===== src/rtl/fp16_pkg.sv =====
// Shared FP16 definitions for the FP unit: operand layout, constants and accumulator FSM states.
package fp16_pkg;

  typedef struct packed {
    logic       sign;
    logic [4:0] exp;
    logic [9:0] man;
  } fp16_t;

  localparam int          FP16_BIAS       = 15;
  localparam int          FP16_EXP_MAX    = 30;
  localparam logic [15:0] FP16_MAX_FINITE = 16'h7BFF;
  localparam logic [15:0] FP16_ZERO       = 16'h0000;

  typedef enum logic [2:0] {IDLE, ALIGN, ADD, NORM, DONE} accum_state_t;

  // Exponent 31 is read as the largest finite exponent; exponent 0 stays 0 (flush-to-zero).
  function automatic logic [4:0] fp16_exp_eff(input fp16_t x);
    return (x.exp == 5'd31) ? 5'(FP16_EXP_MAX) : x.exp;
  endfunction

  function automatic logic [10:0] fp16_sig(input fp16_t x);
    if (x.exp == 5'd0) return 11'd0;
    if (x.exp == 5'd31) return 11'h7FF;
    return {1'b1, x.man};
  endfunction

  function automatic logic fp16_sign_eff(input fp16_t x);
    return (x.exp == 5'd0) ? 1'b0 : x.sign;
  endfunction

endpackage


===== src/rtl/fp_lzc.sv =====
// Combinational leading-zero counter; an all-zero input reports W.
module fp_lzc #(
  parameter int W  = 15,
  parameter int CW = $clog2(W + 1)
) (
  input  logic [W-1:0]  value,
  output logic [CW-1:0] count
);

  // Scanning upward lets the highest set bit win.
  always_comb begin
    count = CW'(W);
    for (int i = 0; i < W; i++) begin
      if (value[i]) count = CW'(W - 1 - i);
    end
  end

endmodule


===== src/rtl/fp_accum16.sv =====
// Multi-cycle FP16 accumulator (IDLE/ALIGN/ADD/NORM/DONE) with flush-to-zero and saturation.
// Define FP_ACCUM16_ROUND_EN for round-to-nearest-even in NORM; otherwise guard bits are truncated.
module fp_accum16
  import fp16_pkg::*;
#(
  parameter int GUARD_BITS    = 3,
  parameter bit CLEAR_ON_READ = 1'b1
) (
  input  logic        clk,
  input  logic        rst_n,
  input  logic        in_valid,
  output logic        in_ready,
  input  logic [15:0] in_fp,
  input  logic        in_last,
  output logic        out_valid,
  input  logic        out_ready,
  output logic [15:0] out_fp,
  output logic        out_ovf
);

  localparam int SW = 11 + GUARD_BITS;
  localparam int AW = SW + 1;
  localparam int CW = $clog2(AW + 1);

  accum_state_t  state_q, state_d;
  fp16_t         op_q, op_d, acc_q, acc_d;
  logic          last_q, last_d;
  logic [SW-1:0] sig_a_q, sig_a_d, sig_b_q, sig_b_d;
  logic          sign_a_q, sign_a_d, sign_b_q, sign_b_d;
  logic [4:0]    exp_q, exp_d;
  logic [AW-1:0] sum_q, sum_d;
  logic          sum_sign_q, sum_sign_d;
  logic          in_ready_q, in_ready_d;
  logic          out_valid_q, out_valid_d;
  logic          ovf_q, ovf_d;
  logic [15:0]   out_fp_q, out_fp_d;

  logic [4:0]    acc_exp, op_exp, exp_diff;
  logic [SW-1:0] acc_sig, op_sig, small_sig;
  logic          acc_big;

  // Operand a always carries the larger exponent; b is shifted down to match it.
  always_comb begin
    acc_exp   = fp16_exp_eff(acc_q);
    op_exp    = fp16_exp_eff(op_q);
    acc_sig   = SW'(fp16_sig(acc_q)) << GUARD_BITS;
    op_sig    = SW'(fp16_sig(op_q)) << GUARD_BITS;
    acc_big   = (acc_exp >= op_exp);
    exp_diff  = acc_big ? (acc_exp - op_exp) : (op_exp - acc_exp);
    small_sig = acc_big ? op_sig : acc_sig;
    if (int'(exp_diff) >= SW) small_sig = '0;
    else small_sig = small_sig >> exp_diff;
  end

  logic [CW-1:0]     lzc, shamt;
  logic [SW-1:0]     norm_sig;
  logic signed [7:0] norm_exp;
  logic [9:0]        res_man;
  logic [15:0]       norm_res;
  logic              norm_ovf;
`ifdef FP_ACCUM16_ROUND_EN
  logic                  sticky_lo, round_up;
  logic [GUARD_BITS-1:0] grd;
  logic [11:0]           rnd_sig;
`else
  logic                  unused_bits;
`endif

  fp_lzc #(.W(AW), .CW(CW)) u_lzc (
    .value(sum_q),
    .count(lzc)
  );

  // The top sum bit is the carry slot, so a normal result needs lzc-1 left shifts.
  always_comb begin
    shamt = lzc - CW'(1);
    if (sum_q[AW-1]) begin
      norm_sig = sum_q[AW-1:1];
      norm_exp = $signed({3'b000, exp_q}) + 8'sd1;
    end else begin
      norm_sig = SW'(sum_q << shamt);
      norm_exp = $signed({3'b000, exp_q}) - $signed(8'(shamt));
    end
`ifdef FP_ACCUM16_ROUND_EN
    sticky_lo = sum_q[AW-1] & sum_q[0];
    grd       = norm_sig[GUARD_BITS-1:0];
    round_up  = grd[GUARD_BITS-1] & ((|(grd << 1)) | sticky_lo | norm_sig[GUARD_BITS]);
    rnd_sig   = 12'(norm_sig >> GUARD_BITS) + 12'(round_up);
    if (rnd_sig[11]) begin
      res_man  = rnd_sig[10:1];
      norm_exp = norm_exp + 8'sd1;
    end else begin
      res_man = rnd_sig[9:0];
    end
`else
    res_man     = norm_sig[SW-2:GUARD_BITS];
    unused_bits = ^{norm_sig[SW-1], norm_sig[GUARD_BITS-1:0]};
`endif
    norm_ovf = 1'b0;
    if (sum_q == '0 || norm_exp < 8'sd1) begin
      norm_res = FP16_ZERO;
    end else if (norm_exp > 8'(FP16_EXP_MAX)) begin
      norm_res = {sum_sign_q, FP16_MAX_FINITE[14:0]};
      norm_ovf = 1'b1;
    end else begin
      norm_res = {sum_sign_q, norm_exp[4:0], res_man};
    end
  end

  always_comb begin
    state_d    = state_q;
    op_d       = op_q;
    last_d     = last_q;
    acc_d      = acc_q;
    sig_a_d    = sig_a_q;
    sig_b_d    = sig_b_q;
    sign_a_d   = sign_a_q;
    sign_b_d   = sign_b_q;
    exp_d      = exp_q;
    sum_d      = sum_q;
    sum_sign_d = sum_sign_q;
    ovf_d      = ovf_q;
    out_fp_d   = out_fp_q;
    case (state_q)
      IDLE: begin
        if (in_valid && in_ready_q) begin
          op_d    = in_fp;
          last_d  = in_last;
          state_d = ALIGN;
        end
      end
      ALIGN: begin
        sig_a_d  = acc_big ? acc_sig : op_sig;
        sig_b_d  = small_sig;
        sign_a_d = acc_big ? fp16_sign_eff(acc_q) : fp16_sign_eff(op_q);
        sign_b_d = acc_big ? fp16_sign_eff(op_q) : fp16_sign_eff(acc_q);
        exp_d    = acc_big ? acc_exp : op_exp;
        state_d  = ADD;
      end
      ADD: begin
        if (sign_a_q == sign_b_q) begin
          sum_d      = {1'b0, sig_a_q} + {1'b0, sig_b_q};
          sum_sign_d = sign_a_q;
        end else if (sig_a_q >= sig_b_q) begin
          sum_d      = {1'b0, sig_a_q} - {1'b0, sig_b_q};
          sum_sign_d = sign_a_q;
        end else begin
          sum_d      = {1'b0, sig_b_q} - {1'b0, sig_a_q};
          sum_sign_d = sign_b_q;
        end
        state_d = NORM;
      end
      NORM: begin
        acc_d = norm_res;
        ovf_d = ovf_q | norm_ovf;
        if (last_q) begin
          out_fp_d = norm_res;
          state_d  = DONE;
        end else begin
          state_d = IDLE;
        end
      end
      DONE: begin
        if (out_ready) begin
          ovf_d   = 1'b0;
          state_d = IDLE;
          if (CLEAR_ON_READ) acc_d = FP16_ZERO;
        end
      end
      default: state_d = IDLE;
    endcase
    in_ready_d  = (state_d == IDLE);
    out_valid_d = (state_d == DONE);
  end

  always_ff @(posedge clk) begin
    if (!rst_n) begin
      state_q     <= IDLE;
      op_q        <= FP16_ZERO;
      last_q      <= 1'b0;
      acc_q       <= FP16_ZERO;
      sig_a_q     <= '0;
      sig_b_q     <= '0;
      sign_a_q    <= 1'b0;
      sign_b_q    <= 1'b0;
      exp_q       <= '0;
      sum_q       <= '0;
      sum_sign_q  <= 1'b0;
      in_ready_q  <= 1'b1;
      out_valid_q <= 1'b0;
      ovf_q       <= 1'b0;
      out_fp_q    <= FP16_ZERO;
    end else begin
      state_q     <= state_d;
      op_q        <= op_d;
      last_q      <= last_d;
      acc_q       <= acc_d;
      sig_a_q     <= sig_a_d;
      sig_b_q     <= sig_b_d;
      sign_a_q    <= sign_a_d;
      sign_b_q    <= sign_b_d;
      exp_q       <= exp_d;
      sum_q       <= sum_d;
      sum_sign_q  <= sum_sign_d;
      in_ready_q  <= in_ready_d;
      out_valid_q <= out_valid_d;
      ovf_q       <= ovf_d;
      out_fp_q    <= out_fp_d;
    end
  end

  assign in_ready  = in_ready_q;
  assign out_valid = out_valid_q;
  assign out_fp    = out_fp_q;
  assign out_ovf   = ovf_q;

endmodule


===== config.mk =====
export PLATFORM = sky130hd
export DESIGN_NAME = fp_accum16
export DESIGN_NICKNAME = d
export VERILOG_FILES = /design/src/rtl/fp16_pkg.sv /design/src/rtl/fp_lzc.sv /design/src/rtl/fp_accum16.sv
export SDC_FILE = /design/constraint.sdc
export NUM_CORES = 1
export LEC_CHECK = 0
export ABC_AREA = 1
export BUFFER_PORTS_ARGS = -buffer_cell sky130_fd_sc_hd__buf_2
export CAP_MARGIN = 25
export CORE_ASPECT_RATIO = 1.5
export CORE_UTILIZATION = 58
export CTS_CLUSTER_DIAMETER = 60
export DETAILED_ROUTE_END_ITERATION = 8
export HOLD_SLACK_MARGIN = 0.1
export PLACE_DENSITY = 0.81
export SLEW_MARGIN = 20
export SYNTH_ARGS = -nofsm -noshare
export SYNTH_HDL_FRONTEND = slang
export SYNTH_SLANG_ARGS = --single-unit

===== constraint.sdc =====
create_clock -name clk -period 11.5 [get_ports clk]
set_input_delay 0.575 -clock clk [delete_from_list [all_inputs] [get_ports clk]]
set_output_delay 0.575 -clock clk [all_outputs]
set_load 0.005 [all_outputs]

==> results of run 1 <==
[power by group]
group          internal, mW  total, mW  leakage [nW]  switching [mW]
combinational         0.440       1.42          2.68           0.980
clock                 0.156      0.312         0.150           0.157
sequential            0.399      0.445         0.837          0.0452
total                 0.995       2.18          3.66            1.18
[per-layer routing]
| layer | vias up | global-route usage, % |
|---|---|---|
| met2 | 253 | 54.9 |
| met4 | 0 | 16.3 |
| li1 | 3846 | - |
| met5 | - | 0 |
| met3 | 59 | 4.06 |
| met1 | 3485 | 36.5 |
[stage by stage]
stage | cell area [um2] | util [%] | hold WS (ns)
final | 8080 | 64.0 | 0.456
after global routing | 8080 | 64.0 | 0.463
after CTS | 8070 | 63.9 | 0.459
after detailed placement | 7760 | 61.4 | 0.462
after global placement | 7760 | 61.4 | 0.456
after floorplan | 7600 | - | 0.441
[cells by family after synthesis]
| kind of cell | count (synthesis) | share of synthesized area, % |
|---|---|---|
| adders and majority gates | 52 | 9.05 |
| xor gates and xnor gates | 19 | 2.39 |
| AOI/OAI and AO/OA | 337 | 24.9 |
| muxes | 4 | 0.576 |
| and+or+nand+nor | 424 | 24.6 |
| DFF | 103 | 27.1 |
| buffers and inverters | 222 | 11.4 |
[area by class of cell]
type | count | area (um2) | share of cell area, %
multi-input cells | 836 | 4680 | 57.9
clock buffers | 9 | 225 | 2.79
clock inverters | 7 | 86.3 | 1.07
well taps | 156 | 195 | 2.41
flip-flops and latches | 103 | 2060 | 25.5
repair buffers | 45 | 238 | 2.94
inverters | 159 | 597 | 7.38
[registers in the layout, summed over array words and instances, names as in the netlist]
signal      cells
in_ready        1
exp_q           5
out_valid       1
sig_a_q        11
out_ovf         1
sign_b_q        1
acc_q          16
sign_a_q        1
state_q         3
sum_q          15
last_q          1
sig_b_q        14
out_fp         16
sum_sign_q      1
op_q           16
[how the worst max path moves through the flow]
stage	depth (start not counted)	to	slack, ns	startpoint
finish	14	sig_b_q[0]$_SDFFE_PN0P_	6.36	op_q[11]$_SDFFE_PN0P_
global route	14	sig_b_q[0]$_SDFFE_PN0P_	5.86	op_q[11]$_SDFFE_PN0P_
CTS	16	sig_b_q[0]$_SDFFE_PN0P_	6.36	acc_q[11]$_SDFFE_PN0P_
detailed placement	16	sig_b_q[0]$_SDFFE_PN0P_	6.41	acc_q[11]$_SDFFE_PN0P_
global placement	16	sig_b_q[0]$_SDFFE_PN0P_	6.41	acc_q[11]$_SDFFE_PN0P_
floorplan	33	out_fp[11]$_SDFFE_PN0P_	7.54	sum_q[1]$_SDFFE_PN0P_
[synthesized netlist by cell type (3+ instances only)]
master    count
fa_1          5
clkbuf_1     50
nor3_1       15
o21a_1        5
ha_1         47
o31ai_1       3
o22ai_1      14
a221oi_1      3
dfxtp_1     103
xnor2_1       4
nor2_2        3
a211oi_1      3
mux2i_1       3
nand2_4       3
inv_1       143
nand4_1       7
o21ai_1      21
a21oi_1     121
clkinv_1      6
o21ai_0     119
o221ai_1      9
buf_4         3
xor2_1       13
nand3_2       4
o211ai_1     25
buf_2         7
inv_2        10
nand2_1     209
nand3_1      80
nor2_1       88
[worst register-to-register path, delay by kind of cell (launching register included)]
family | cells | cell delay, ns
AO/OA/AOI/OAI | 4 | 1.52
buffers and inverters | 2 | 0.64
AND/OR/NAND/NOR | 7 | 1.94
flip-flops | 1 | 0.43
adder cells (fa/ha/maj) | 1 | 0.48
==> results.py, run 1 <==
metrics = {
    "run_status": {
        "status": "completed",
    },
    "sta": {
        "fmaxAchievable_mhz": 195,
        "setup_viol": 0,
        "hold_violations": 0,
        "setup_ws_ns": 6.36,
        "post-route-period-util_pct": 44.7,
        "rsz0062_at_grt": "no",
        "slew-limit-headroom_pct": 34.1,
        "fin_tns_setup_ns": 0,
        "fin_skew_ns": 0.0169,
        "worst_pin_slew_ns": 0.987,
        "post-route-min-period_ns": 5.14,
        "slew_viol_final": 0,
    },
    "critical_path": {
        "crit_path_frequent_cell": "nand2_1",
        "crit_chain": "inv_1 -> nor3_1 -> nor2_1 -> ha_1 -> nand4_1 -> nand2_1 -> o21ai_1 -> clkinv_1 -> o21ai_1 -> nand2_1 -> o21ai_0 -> nand2_1 -> nand3_1 -> a21oi_1",
        "path_delay_family": "simple AND/OR/NAND/NOR gates",
        "slowest_delay_ns": 0.99,
        "rr_worst_depth": 14,
        "crit_slowest_cell": "o21ai_1",
        "cp.arrival_ns": 5.37,
        "cp-end-kind": "register",
        "r2r_setup_slack_ns": 6.36,
        "worst-setup-path-type": "reg2reg",
        "path_max_fanout": 29,
        "start_kind": "register",
        "r2r_start": "op_q[11]$_SDFFE_PN0P_",
        "worst_ep_required_time_ns": 11.73,
        "cp_num_buf_inv": 2,
        "worstReg2RegEnd": "sig_b_q[0]$_SDFFE_PN0P_",
    },
    "min_path": {
        "hold_end": "op_q[5]$_SDFFE_PN0P_",
        "hold_path.class": "in2reg",
        "min_from": "in_fp[5]",
        "holdPathStages": 3,
    },
    "cells_and_area": {
        "instances_no_fill": 1315,
        "antennaDiodeCount": 0,
        "n_fill_cell": 1231,
        "nets": 1227,
        "syn_to_final_growth_pct": 6.28,
        "drive_gt1_share_pct": 8.54,
        "layout_common_cells": "nand2_1 (209), inv_1 (143), a21oi_1 (121)",
        "layout_commonest_cell": "nand2_1",
    },
    "grt": {
        "grt_max_degree": 51,
        "grt-ovfl-total": 0,
        "antenna_found_initial": 0,
        "grt_pass1_vias": 7013,
        "grt_use_total_pct": 31.4,
        "grt_pass1_wl_um": 33300,
    },
    "floorplanning": {
        "die_h_um": 142,
        "fp.dieW_um": 95.5,
        "core_area_um2": 12600,
        "start_util_pct": 60.2,
        "die_area_um2": 13600,
        "row_count": 50,
        "ios": 40,
    },
    "synthesis": {
        "yosysSeqAreaShare_pct": 27.1,
        "synth-edff-count": 0,
        "syn-num-nets": 1234,
        "synth_flop_cell": "dfxtp_1",
        "synth_area_um2": 7600,
        "syn-mean-instance-area_um2": 6.55,
        "synth_area_leaders": "dfxtp_1 (27%), nand2_1 (10%), a21oi_1 (8.0%), o21ai_0 (7.8%), ha_1 (7.7%)",
        "synth_warnings": 0,
        "netlist_instances": 1161,
        "synthArstFlopShare_pct": 0,
        "ys_seq_elements": 103,
        "synth_cell_types": 54,
        "synth_top_area_share_pct": 27.1,
        "synth_area_leader_cell": "dfxtp_1",
    },
    "power": {
        "total_leakage_power_nw": 3.66,
        "power-per-cell-area_nw_per_um2": 269,
        "total_power_mw": 2.18,
        "ir_worst_vdd_mv": 0.122,
    },
    "place": {
        "place_hpwl_um": 15800,
        "dp_cells": 1297,
        "portBuffers": 39,
        "preCtsSetupSlack_ns": 6.41,
        "place_congestion": 0.961,
    },
    "routing": {
        "routed-wl-met3_um": 875,
        "maxUsedRoutingLayer": "met4",
        "detail_route.wl_per_cell_um": 15.8,
        "drt_iter0_drc": 531,
        "route.detailed.drc": 0,
        "vias": 7643,
        "drt-met1-wl_um": 8450,
        "route.met2.wl_um": 10600,
        "firstDrtPassIters": 5,
        "via_per_inst": 5.81,
        "ant_nets": 0,
        "wl_um": 20800,
    },
    "cts": {
        "cts.clk_slew.worst_paths_ns": 0.08,
        "postCtsSetupRepairBufs": 0,
        "clkLatencyLatePin_ns": 0.36,
        "hold_buffers": 0,
        "cts_inserted_buffers": 9,
        "cts_tree": "built",
        "htreeDepth": 3,
        "numClockSinks": 103,
        "cts_buffer_depth": 2,
        "cts-root-buf": "clkbuf_16",
        "post_cts_resized": 0,
    },
    "job": {
        "maxCapViolations": 0,
    },
}
(Power assumes the default switching activity.)
==> inputs of run 2 (changes only) <==
==> constraint.sdc (replaced) <==
create_clock -name clk -period 5.2 [get_ports clk]
set_input_delay 0.26 -clock clk [delete_from_list [all_inputs] [get_ports clk]]
set_output_delay 0.26 -clock clk [all_outputs]
set_load 0.005 [all_outputs]
==> run 2 against run 1 <==
Worst setup slack lost 5.6 ns. Core utilization grew 0.26 points. Global-route usage shrank 0.30 points. Sequential cell count is the same. Die area is the same. Largest cell class unchanged.
==> results.py, run 2 (synthesis results as in run 1) <==
metrics = {
    "routing": {
        "wl_um": 20600,
        "firstDrtPassIters": 6,
        "detail_route.wl_per_cell_um": 15.6,
        "vias": 7695,
        "via_per_inst": 5.83,
        "ant_nets": 0,
        "route.detailed.drc": 0,
        "drt_iter0_drc": 580,
    },
    "run_status": {
        "status": "completed",
    },
    "power": {
        "ir_worst_vdd_mv": 0.266,
        "internal-power_mw": 2.22,
        "power-per-cell-area_nw_per_um2": 592,
        "total_power_mw": 4.80,
        "power_switching_mw": 2.59,
        "total_leakage_power_nw": 3.69,
        "p_comb_share_pct": 65.3,
        "power_frac_seq_pct": 20.3,
        "clkPwrFrac_pct": 14.3,
        "switching_share_pct": 53.8,
    },
    "grt": {
        "grt-ovfl-total": 0,
        "use_met1_pct": 36.6,
        "busiest_layer": "met2",
        "grt_use_total_pct": 31.1,
        "use_met3_pct": 4.43,
        "antenna_found_initial": 0,
        "grt_pass1_wl_um": 32900,
        "use_met2_pct": 53.6,
        "grt_max_degree": 51,
        "grt_pass1_vias": 6902,
    },
    "sta": {
        "post-route-period-util_pct": 85.6,
        "slew_viol_final": 0,
        "worst_pin_slew_ns": 0.823,
        "fmaxAchievable_mhz": 225,
        "setup_viol": 0,
        "fin_skew_ns": 0.0168,
        "post-route-min-period_ns": 4.45,
        "hold_violations": 0,
        "rsz0062_at_grt": "no",
        "setup_ws_ns": 0.751,
        "hold_slack_ns": 0.142,
        "fin_tns_setup_ns": 0,
        "slew-limit-headroom_pct": 45.1,
    },
    "floorplanning": {
        "fp.dieW_um": 95.5,
        "start_util_pct": 60.2,
        "row_count": 50,
        "core_area_um2": 12600,
        "die_area_um2": 13600,
        "die_h_um": 142,
        "ios": 40,
    },
    "cts": {
        "clkLatencyLatePin_ns": 0.36,
        "numClockSinks": 103,
        "cts-root-buf": "clkbuf_16",
        "cts_buffer_depth": 2,
        "post_cts_resized": 0,
        "postCtsSetupRepairBufs": 0,
        "cts_tree": "built",
        "cts_inserted_buffers": 9,
        "hold_buffers": 0,
        "cts.clk_slew.worst_paths_ns": 0.09,
        "htreeDepth": 3,
    },
    "critical_path": {
        "path_max_fanout": 32,
        "worst-setup-path-type": "reg2reg",
        "start_kind": "register",
        "worst_ep_required_time_ns": 5.49,
        "slowest_delay_ns": 0.51,
        "cp-end-kind": "register",
        "crit_path_frequent_cell": "nand2_1",
        "crit_slowest_cell": "xnor2_1",
        "cp.arrival_ns": 4.74,
    },
    "cells_and_area": {
        "layout_commonest_cell": "nand2_1",
        "drive_gt1_share_pct": 8.93,
        "layout_common_cells": "nand2_1 (209), inv_1 (143), a21oi_1 (121)",
        "n_fill_cell": 1200,
        "final_cell_area_um2": 8120,
        "nets": 1232,
        "syn_to_final_growth_pct": 6.71,
        "antennaDiodeCount": 0,
        "instances_no_fill": 1320,
        "utilization_pct": 64.2,
    },
    "place": {
        "dp_cells": 1304,
        "portBuffers": 39,
        "post_dp_cell_area_um2": 7810,
        "place_hpwl_um": 15700,
        "place_congestion": 0.988,
        "preCtsSetupSlack_ns": 0.848,
    },
    "min_path": {
        "hold_path.class": "in2reg",
    },
    "job": {
        "maxCapViolations": 0,
    },
}
-- run 2: cell count changes in the layout (fill, tap and decap cells not counted), sizes merged --
cell / delta
clkbuf: -1
inv: +2
buf: +6
clkinv: -2
-- run 2: critical path, delay by kind of cell, from the launching register on --
family / cells / cell delay, ns
xor+xnor: 1 / 0.51
buf+inv: 2 / 0.45
fa+ha+maj: 2 / 0.71
flops: 1 / 0.38
compound gates: 2 / 0.35
simple gates: 22 / 2.00
-- run 2: final cells by class --
type	count	area [um2]	area share, %
Multi-Input combinational cell	836	4680	57.7
Sequential cell	103	2060	25.4
Inverter	159	597	7.35
Timing Repair Buffer	50	275	3.39
Clock buffer	9	225	2.78
Tap cell	156	195	2.41
Clock inverter	7	81.3	1.00
-- run 2: power by group through the flow --
| stage | Clock, mW | Combinational (mW) | Sequential (mW) |
|---|---|---|---|
| after CTS | 0.692 | 3.06 | 0.975 |
| final | 0.689 | 3.14 | 0.977 |
| after floorplan | 0 | 2.44 | 0.964 |
| after detailed placement | 0 | 3.05 | 0.993 |
| after global routing | 0.726 | 3.50 | 0.989 |
| after global placement | 0 | 3.01 | 0.988 |
-- run 2: path summary, 6_finish.rpt --
check | from | to | slack [ns] | cells past startpoint
setup / recovery | sum_q[1]$_SDFFE_PN0P_ | acc_q[12]$_SDFFE_PN0P_ | 0.75 | 29
hold / removal | in_fp[4] | op_q[4]$_SDFFE_PN0P_ | 0.14 | 3
setup reg to reg | sum_q[1]$_SDFFE_PN0P_ | acc_q[12]$_SDFFE_PN0P_ | 0.75 | 29
hold reg to reg | sig_b_q[1]$_SDFFE_PN0P_ | sig_b_q[1]$_SDFFE_PN0P_ | 0.48 | 2
-- run 2: routing by layer --
layer	share of wire, %	wire, um	vias up
met1	40	8140	3508
met3	5.4	1120	63
met4	4.9	1010	0
met2	50	10300	266
met5	0	0	-
li1	-	-	3858
